===== src/rtl/reg_pkg.sv =====
// Shared definitions for the register primitives (plain, enable, reset, pipe).
// Latency: n/a (package only).
// Backpressure: n/a.
package reg_pkg;

  // Reset fill bit for data registers; replicated to the data width by users.
  localparam logic REG_INIT_BIT = 1'b0;

  // Width of an occupancy counter able to hold 0..depth+1 words.
  function automatic int cnt_width(input int depth);
    return $clog2(depth + 2);
  endfunction

endpackage


===== src/rtl/reg_pipe_stage.sv =====
// One elastic pipeline stage: a valid bit plus a data register.
// Latency: 1 cycle from prev to v/d when ready.
// Backpressure: holds while next_ready=0 and full; ready = !v | next_ready.
//
// Ports:
//   clk, rst        clock, synchronous active-high reset
//   flush           clears the valid bit, data holds
//   prev_v, prev_d  word offered by the upstream stage
//   next_ready      ready of the downstream stage
//   v, d, ready     stage state and this stage's ready
module reg_pipe_stage #(
  parameter int         W    = 8,
  parameter logic [W-1:0] INIT = '0
) (
  input  logic         clk,
  input  logic         rst,
  input  logic         flush,
  input  logic         prev_v,
  input  logic [W-1:0] prev_d,
  input  logic         next_ready,
  output logic         v,
  output logic [W-1:0] d,
  output logic         ready
);

  assign ready = !v | next_ready;

  always_ff @(posedge clk) begin
    if (rst) begin
      v <= 1'b0;
      d <= INIT;
    end else if (flush) begin
      v <= 1'b0;
    end else if (ready) begin
      v <= prev_v;
      // Data only moves with a real word so a bubble never overwrites it.
      if (prev_v) d <= prev_d;
    end
  end

endmodule


===== src/rtl/reg_pipe.sv =====
// Elastic register pipeline of DEPTH valid/data stages; bubbles collapse.
// Latency: DEPTH cycles when empty with out_ready=1; 1 word/cycle throughput.
// Backpressure: combinational ready chain from out_ready, or a skid register
//               with registered in_ready when REG_PIPE_SKID_EN is defined.
//
// Ports:
//   clk, rst              clock, synchronous active-high reset
//   flush                 drops all held words (data registers hold)
//   in_valid/in_data/in_ready     upstream handshake
//   out_valid/out_data/out_ready  downstream handshake
//   count                 words currently held
// Build option: define REG_PIPE_SKID_EN to add the skid register.
module reg_pipe
  import reg_pkg::*;
#(
  parameter int           W     = 8,
  parameter int           DEPTH = 2,
  parameter logic [W-1:0] INIT  = {W{REG_INIT_BIT}}
) (
  input  logic                         clk,
  input  logic                         rst,
  input  logic                         flush,
  input  logic                         in_valid,
  input  logic [W-1:0]                 in_data,
  output logic                         in_ready,
  output logic                         out_valid,
  output logic [W-1:0]                 out_data,
  input  logic                         out_ready,
  output logic [cnt_width(DEPTH)-1:0]  count
);

  localparam int CW = cnt_width(DEPTH);

  logic [DEPTH-1:0]        v;
  logic [DEPTH-1:0][W-1:0] d;
  logic                    s0_v;
  logic [W-1:0]            s0_d;
  logic                    rdy0;
  logic                    in_xfer;
  logic                    out_xfer;

  // Each stage keeps its ready in its own scope so the combinational chain
  // is a series of distinct nets rather than one self-referencing vector.
  for (genvar i = 0; i < DEPTH; i++) begin : g_stage
    logic         pv;
    logic [W-1:0] pd;
    logic         nr;
    logic         rdy_i;

    if (i == 0) begin : g_first
      assign pv = s0_v;
      assign pd = s0_d;
    end else begin : g_rest
      assign pv = v[i-1];
      assign pd = d[i-1];
    end

    if (i == DEPTH - 1) begin : g_last
      assign nr = out_ready;
    end else begin : g_mid
      assign nr = g_stage[i+1].rdy_i;
    end

    reg_pipe_stage #(.W(W), .INIT(INIT)) u_stage (
      .clk        (clk),
      .rst        (rst),
      .flush      (flush),
      .prev_v     (pv),
      .prev_d     (pd),
      .next_ready (nr),
      .v          (v[i]),
      .d          (d[i]),
      .ready      (rdy_i)
    );
  end

  assign rdy0      = g_stage[0].rdy_i;
  assign out_valid = v[DEPTH-1];
  assign out_data  = d[DEPTH-1];
  assign in_xfer   = in_valid & in_ready;
  assign out_xfer  = out_valid & out_ready;

`ifdef REG_PIPE_SKID_EN
  logic         sv;
  logic [W-1:0] sd;
  logic         flush_q;

  // in_ready depends only on flops, cutting the path from out_ready.
  assign in_ready = !sv & !flush_q;
  // A parked word always goes first; new words bypass an empty skid.
  assign s0_v     = sv | in_xfer;
  assign s0_d     = sv ? sd : in_data;

  always_ff @(posedge clk) begin
    if (rst) begin
      sv      <= 1'b0;
      sd      <= INIT;
      flush_q <= 1'b0;
    end else begin
      flush_q <= flush;
      if (flush) begin
        sv <= 1'b0;
      end else if (sv) begin
        if (rdy0) sv <= 1'b0;
      end else if (in_xfer && !rdy0) begin
        sv <= 1'b1;
        sd <= in_data;
      end
    end
  end
`else
  assign in_ready = rdy0 & !flush;
  assign s0_v     = in_valid;
  assign s0_d     = in_data;
`endif

  always_ff @(posedge clk) begin
    if (rst || flush) begin
      count <= '0;
    end else if (in_xfer && !out_xfer) begin
      count <= count + CW'(1);
    end else if (!in_xfer && out_xfer) begin
      count <= count - CW'(1);
    end
  end

endmodule

===== config.mk =====
export PLATFORM = sky130hd
export DESIGN_NAME = reg_pipe
export DESIGN_NICKNAME = d
export VERILOG_FILES = /design/src/rtl/reg_pkg.sv /design/src/rtl/reg_pipe_stage.sv /design/src/rtl/reg_pipe.sv
export SDC_FILE = /design/constraint.sdc
export NUM_CORES = 1
export LEC_CHECK = 0
export ABC_AREA = 1
export ABC_CLOCK_PERIOD_IN_PS = 2000
export CORE_MARGIN = 2
export CORE_UTILIZATION = 40
export DETAILED_ROUTE_END_ITERATION = 12
export HOLD_SLACK_MARGIN = 0.1
export PLACE_DENSITY_LB_ADDON = 0.2
export SLEW_MARGIN = 10
export SYNTH_ARGS = -nofsm -noshare
export SYNTH_HDL_FRONTEND = slang
export SYNTH_SLANG_ARGS = --single-unit

===== constraint.sdc =====
create_clock -name clk -period 2 [get_ports clk]
set_clock_uncertainty 0.2 [all_clocks]
set_input_delay 0.5 -clock clk [delete_from_list [all_inputs] [get_ports clk]]
set_output_delay 0.5 -clock clk [all_outputs]
set_load 0.02 [all_outputs]

After elaboration in Yosys (flattened, before gate mapping)
Cells that the tools add are included.
{ "classes": {"n_bitwise": 6, "addsub": 2, "reduce_logical": 12, "mux": 2} }
{ "op_table": {"columns": ["op", "count"], "rows": [
  ["$reduce_and 3->1", 2],
  ["$logic_not 1->1", 5],
  ["$mux 2", 2],
  ["$and 1x1->1", 3],
  ["$add 2x1->2 const B", 1],
  ["$logic_and 1x1->1", 2],
  ["$or 1x1->1", 2],
  ["$reduce_bool 2->1", 1],
  ["$reduce_or 2->1", 1],
  ["$sub 2x1->2 const B", 1],
  ["$logic_or 1x1->1", 1],
  ["$not 1->1", 1]
]} }
{ "word_totals": {"out_inout_bits": 12, "inputBits": 13, "word_cells": 27, "register_bits": 20} }

Logic depth before layout (Yosys ltp)
{ "depth": {"ltp_word": 9, "mapped_depth": 11, "depth_no_buf": 11} }

Hierarchy
A second synthesis with hierarchy kept.
{ "unflattened": {"hier_cells": 138, "area_unflattened_um2": 959.7} }
{ "modules_own_cells": {"columns": ["mod", "area_each_um2", "n_inst", "seq_area_each_um2", "cells_each"], "rows": [
  ["reg_pipe_stage", 411.6, 2, 180.2, 58],
  ["reg_pipe", 136.4, 1, 40.0, 22]
]} }

Worst setup path after synthesis
No wires, ideal clock.
{ "synth_timing": {"kind": "input to register", "from": "input in_valid", "to": "register count[1]", "arrival_ns": 1.443, "stages": 10, "required_time_ns": 1.736, "setup_ns": 0.064, "path_slack_ns": 0.293, "path_buffers": 0, "path_cell_list": "inv_1 > nor2_4 > nand2_2 > clkinv_4 > ha_1 > inv_1 > nand3_1 > nand2_1 > inv_1 > nor2_1"} }
{ "synth_via": {"elab_chain_len": 4, "word_cells_on_any_way": 6, "cone_classes": "mux (1); bitwise (1); reduce/logical (4)"} }
{ "synth_rtl": {"columns": ["element", "line_no", "text"], "rows": [
  ["from (decl)", "reg_pipe.sv:23", "input logic in_valid,"],
  ["$and 1x1->1 *", "reg_pipe.sv:80", "assign in_xfer = in_valid & in_ready;"],
  ["$logic_not 1->1", "reg_pipe.sv:122", "end else if (!in_xfer && out_xfer) begin"],
  ["$logic_and 1x1->1", "reg_pipe.sv:122", null],
  ["$reduce_bool 2->1 (no line)", null, null],
  ["to (signal assigned)", "reg_pipe.sv:121", "count <= count + CW'(1);"],
  ["to (signal assigned)", "reg_pipe.sv:123", "count <= count - CW'(1);"],
  ["to (decl)", "reg_pipe.sv:29", "output logic [cnt_width(DEPTH)-1:0] count"]
]} }
Mark *: on every way between the ends. The rest lies on a longest branch, timed or not.
A chain may end at the register's enable or synchronous reset.

Worst setup path after layout
{ "layout_timing": {"from": "register g_stage[1].u_stage.d[2]", "to": "output out_data[2]"} }
{ "layout_rtl": {"columns": ["element", "line_no", "text"], "rows": [
  ["from (decl)", "reg_pipe_stage.sv:22", "output logic [W-1:0] d,"],
  ["from (signal assigned)", "reg_pipe_stage.sv:37", "if (prev_v) d <= prev_d;"],
  ["to (decl)", "reg_pipe.sv:27", "output logic [W-1:0] out_data,"]
]} }
No word-level cell between the ends.

==> results.py <==
metrics = {
    "run_status": {
        "outcome": "completed",
    },
    "pwr": {
        "ir_worst_vdd_uv": 477,
        "power_frac_comb": 0.127,
        "power_density_mw_per_mm2": 691,
        "p_leak_nw": 0.582,
        "p_int_mw": 0.672,
        "p_switching_mw": 0.183,
        "clockPowerShare": 0.378,
        "p_seq_frac": 0.495,
        "sw_frac_of_total": 0.214,
    },
    "critical_path": {
        "crit_type": "flop to primary output",
        "crit_fanout": 2,
        "critPathBufInv": 1,
        "startpoint_type": "flop",
        "cp_slowest_cell": "clkdlybuf4s50_1",
        "slowest_delay_ps": 600,
        "cp.arrival_ps": 1250,
        "critPathTopFamily": "buffers and inverters",
        "worstPathCellList": "clkdlybuf4s50_1",
        "cp-end-kind": "primary output",
        "worstPathRequired_ps": 1300,
    },
    "global_route": {
        "grt_pass1_vias": 740,
        "track_usage": 0.160,
        "antenna_found_initial": 0,
        "grt_pass1_wl_um": 3060,
        "overflow": 0,
        "grt_max_degree": 13,
    },
    "clock_tree": {
        "clkSinkCount": 20,
        "postCtsSetupBuffers": 0,
        "clkTransAtPathRegs_ps": 110,
        "cts_tree": "done",
        "cts_buffers": 3,
        "cts-resized-gates": 8,
        "root_buffer": "clkbuf_4",
        "cts_hold_buf": 0,
        "htreeDepth": 1,
        "clkLatencyLatePin_ps": 290,
        "clock_tree.buffer_depth": 2,
    },
    "place": {
        "place.gp.congestion": 0.746,
        "post-dp-hpwl_um": 1260,
        "port_buffers": 24,
    },
    "die": {
        "coreArea_sq_mm": 0.00200,
        "rows": 16,
        "num_io_pins": 25,
        "die_y_um": 50.6,
        "start_util": 0.434,
        "die-area_sq_mm": 0.00256,
        "die_w_um": 50.6,
    },
    "sta": {
        "hold_viol": 0,
        "period_share": 0.973,
        "slew_headroom": 0.841,
        "worst_slew_pin_slew_ps": 238,
        "min_period_ps": 1950,
        "fmax_mhz": 514,
        "setup_viol": 0,
        "whs_ps": 262,
        "final_max_slew_viol_count": 0,
        "rsz0062_at_grt": "no",
        "fin_tns_setup_ps": 0,
    },
    "layout": {
        "final_common_cell": "nand2_1",
        "final_layout_size_suffix_gt1_frac": 0.215,
        "area_growth_pct": 42.3,
        "final_cell_mix": "nand2_1 (23), dfxtp_1 (20), clkdlybuf4s50_1 (15)",
        "nets": 159,
        "antenna_cells": 0,
        "num-fill-cells": 187,
    },
    "run": {
        "cap_violations": 0,
    },
    "logic_synthesis": {
        "synth_area_sq_um": 870,
        "syn_nets": 126,
        "syn_area_per_cell_sq_um": 7.76,
        "yosysTopAreaCell": "dfxtp_1",
        "ys_ff_latch": 20,
        "synth_cell_types": 17,
        "synthCells": 112,
        "seq_area_frac_synth": 0.460,
        "synthTopCellsByArea": "dfxtp_1 (46%), nand2_1 (9.9%), nand3b_1 (6.9%)",
        "synth_top_area_share": 0.460,
        "yosys_warnings": 0,
    },
    "routing": {
        "drt-initial-drc-count": 8,
        "via_count": 773,
        "post_drt_via_cell_ratio": 4.52,
        "wirelength_um": 1690,
        "antenna_left": 0,
        "first_pass_iters": 4,
        "drc": 0,
        "wl_per_cell_um": 9.89,
    },
    "worst_hold_path": {
        "min_path_type": "flop to flop",
    },
}
==> through the flow <==
step | setup WS, ps | std cells | cell area [sq um] | util | total power [mW]
2_1_floorplan | 293 | 112 | 870 | - | 0.493
4_1_cts | 1.96 | 171 | 1220 | 0.612 | 0.866
6_report | 54.2 | 171 | 1240 | 0.618 | 0.855
3_5_place_dp | -522 | 167 | 1180 | 0.589 | 0.544
3_3_place_gp | -508 | 167 | 1180 | 0.589 | 0.541
5_1_grt | 0.399 | 171 | 1240 | 0.618 | 0.897
==> cells by family (layout without fill, tap and decap cells) <==
| group | count (synthesis) | count (layout) | synth area share |
|---|---|---|---|
| AND/OR/NAND/NOR | 64 | 64 | 0.380 |
| buffers and inverters | 15 | 47 | 0.0763 |
| AO/OA/AOI/OAI | 12 | 12 | 0.0691 |
| flip-flops | 20 | 20 | 0.460 |
| adder cells (fa/ha/maj) | 1 | 1 | 0.0144 |
==> sequential cells by signal, indices dropped and copies added, names as in the netlist <==
register           flops
g_stage.u_stage.v      2
count                  2
g_stage.u_stage.d     16
==> power by group through the flow <==
stage / logic [mW] / registers, mW / clock network, mW
after global routing: 0.122 / 0.426 / 0.350
final: 0.109 / 0.424 / 0.323
after detailed placement: 0.111 / 0.433 / 0
after global placement: 0.109 / 0.432 / 0
after floorplan: 0.0572 / 0.435 / 0
after CTS: 0.110 / 0.424 / 0.332
==> metal layers <==
layer	up-vias	wire (um)	global-route usage
met3	4	74	0.0298
met2	18	775	0.257
met4	0	44	0.0811
li1	421	-	-
met1	330	798	0.204
met5	-	0	0
==> worst min-delay path: stages, from the launching register on <==
cell and delay [ps]:
dfxtp_1 320, nand2_1 60, a21oi_1 50
==> synth_stat cells (all sizes together) <==
master   n
a21oi   11
nand2   26
nand3   10
nand3b   8
o21ai    1
buf      2
inv     12
dfxtp   20
nand4    1
nor2    19
ha       1
clkinv   1
==> path summary, 6_finish.rpt <==
check | slack (ps) | to | cells after the start | from
setup / recovery | 50 | out_data[2] | 1 | g_stage[1].u_stage.d[2]
hold / removal | 260 | g_stage[1].u_stage.d[7] | 2 | g_stage[1].u_stage.d[7]
setup reg to reg | 310 | count[1] | 10 | g_stage[1].u_stage.v
hold reg to reg | 260 | g_stage[1].u_stage.d[7] | 2 | g_stage[1].u_stage.d[7]
==> layout make-up <==
cell class / count / area [sq um] / area share
clock buffer: 3 / 22.5 / 0.0182
clock inverter: 1 / 30.0 / 0.0243
inverter: 13 / 56.3 / 0.0455
tap: 27 / 33.8 / 0.0273
timing repair buffer: 30 / 292 / 0.236
sequential: 20 / 400 / 0.324
multi-input combinational: 77 / 403 / 0.326
(Power assumes the default switching activity.)
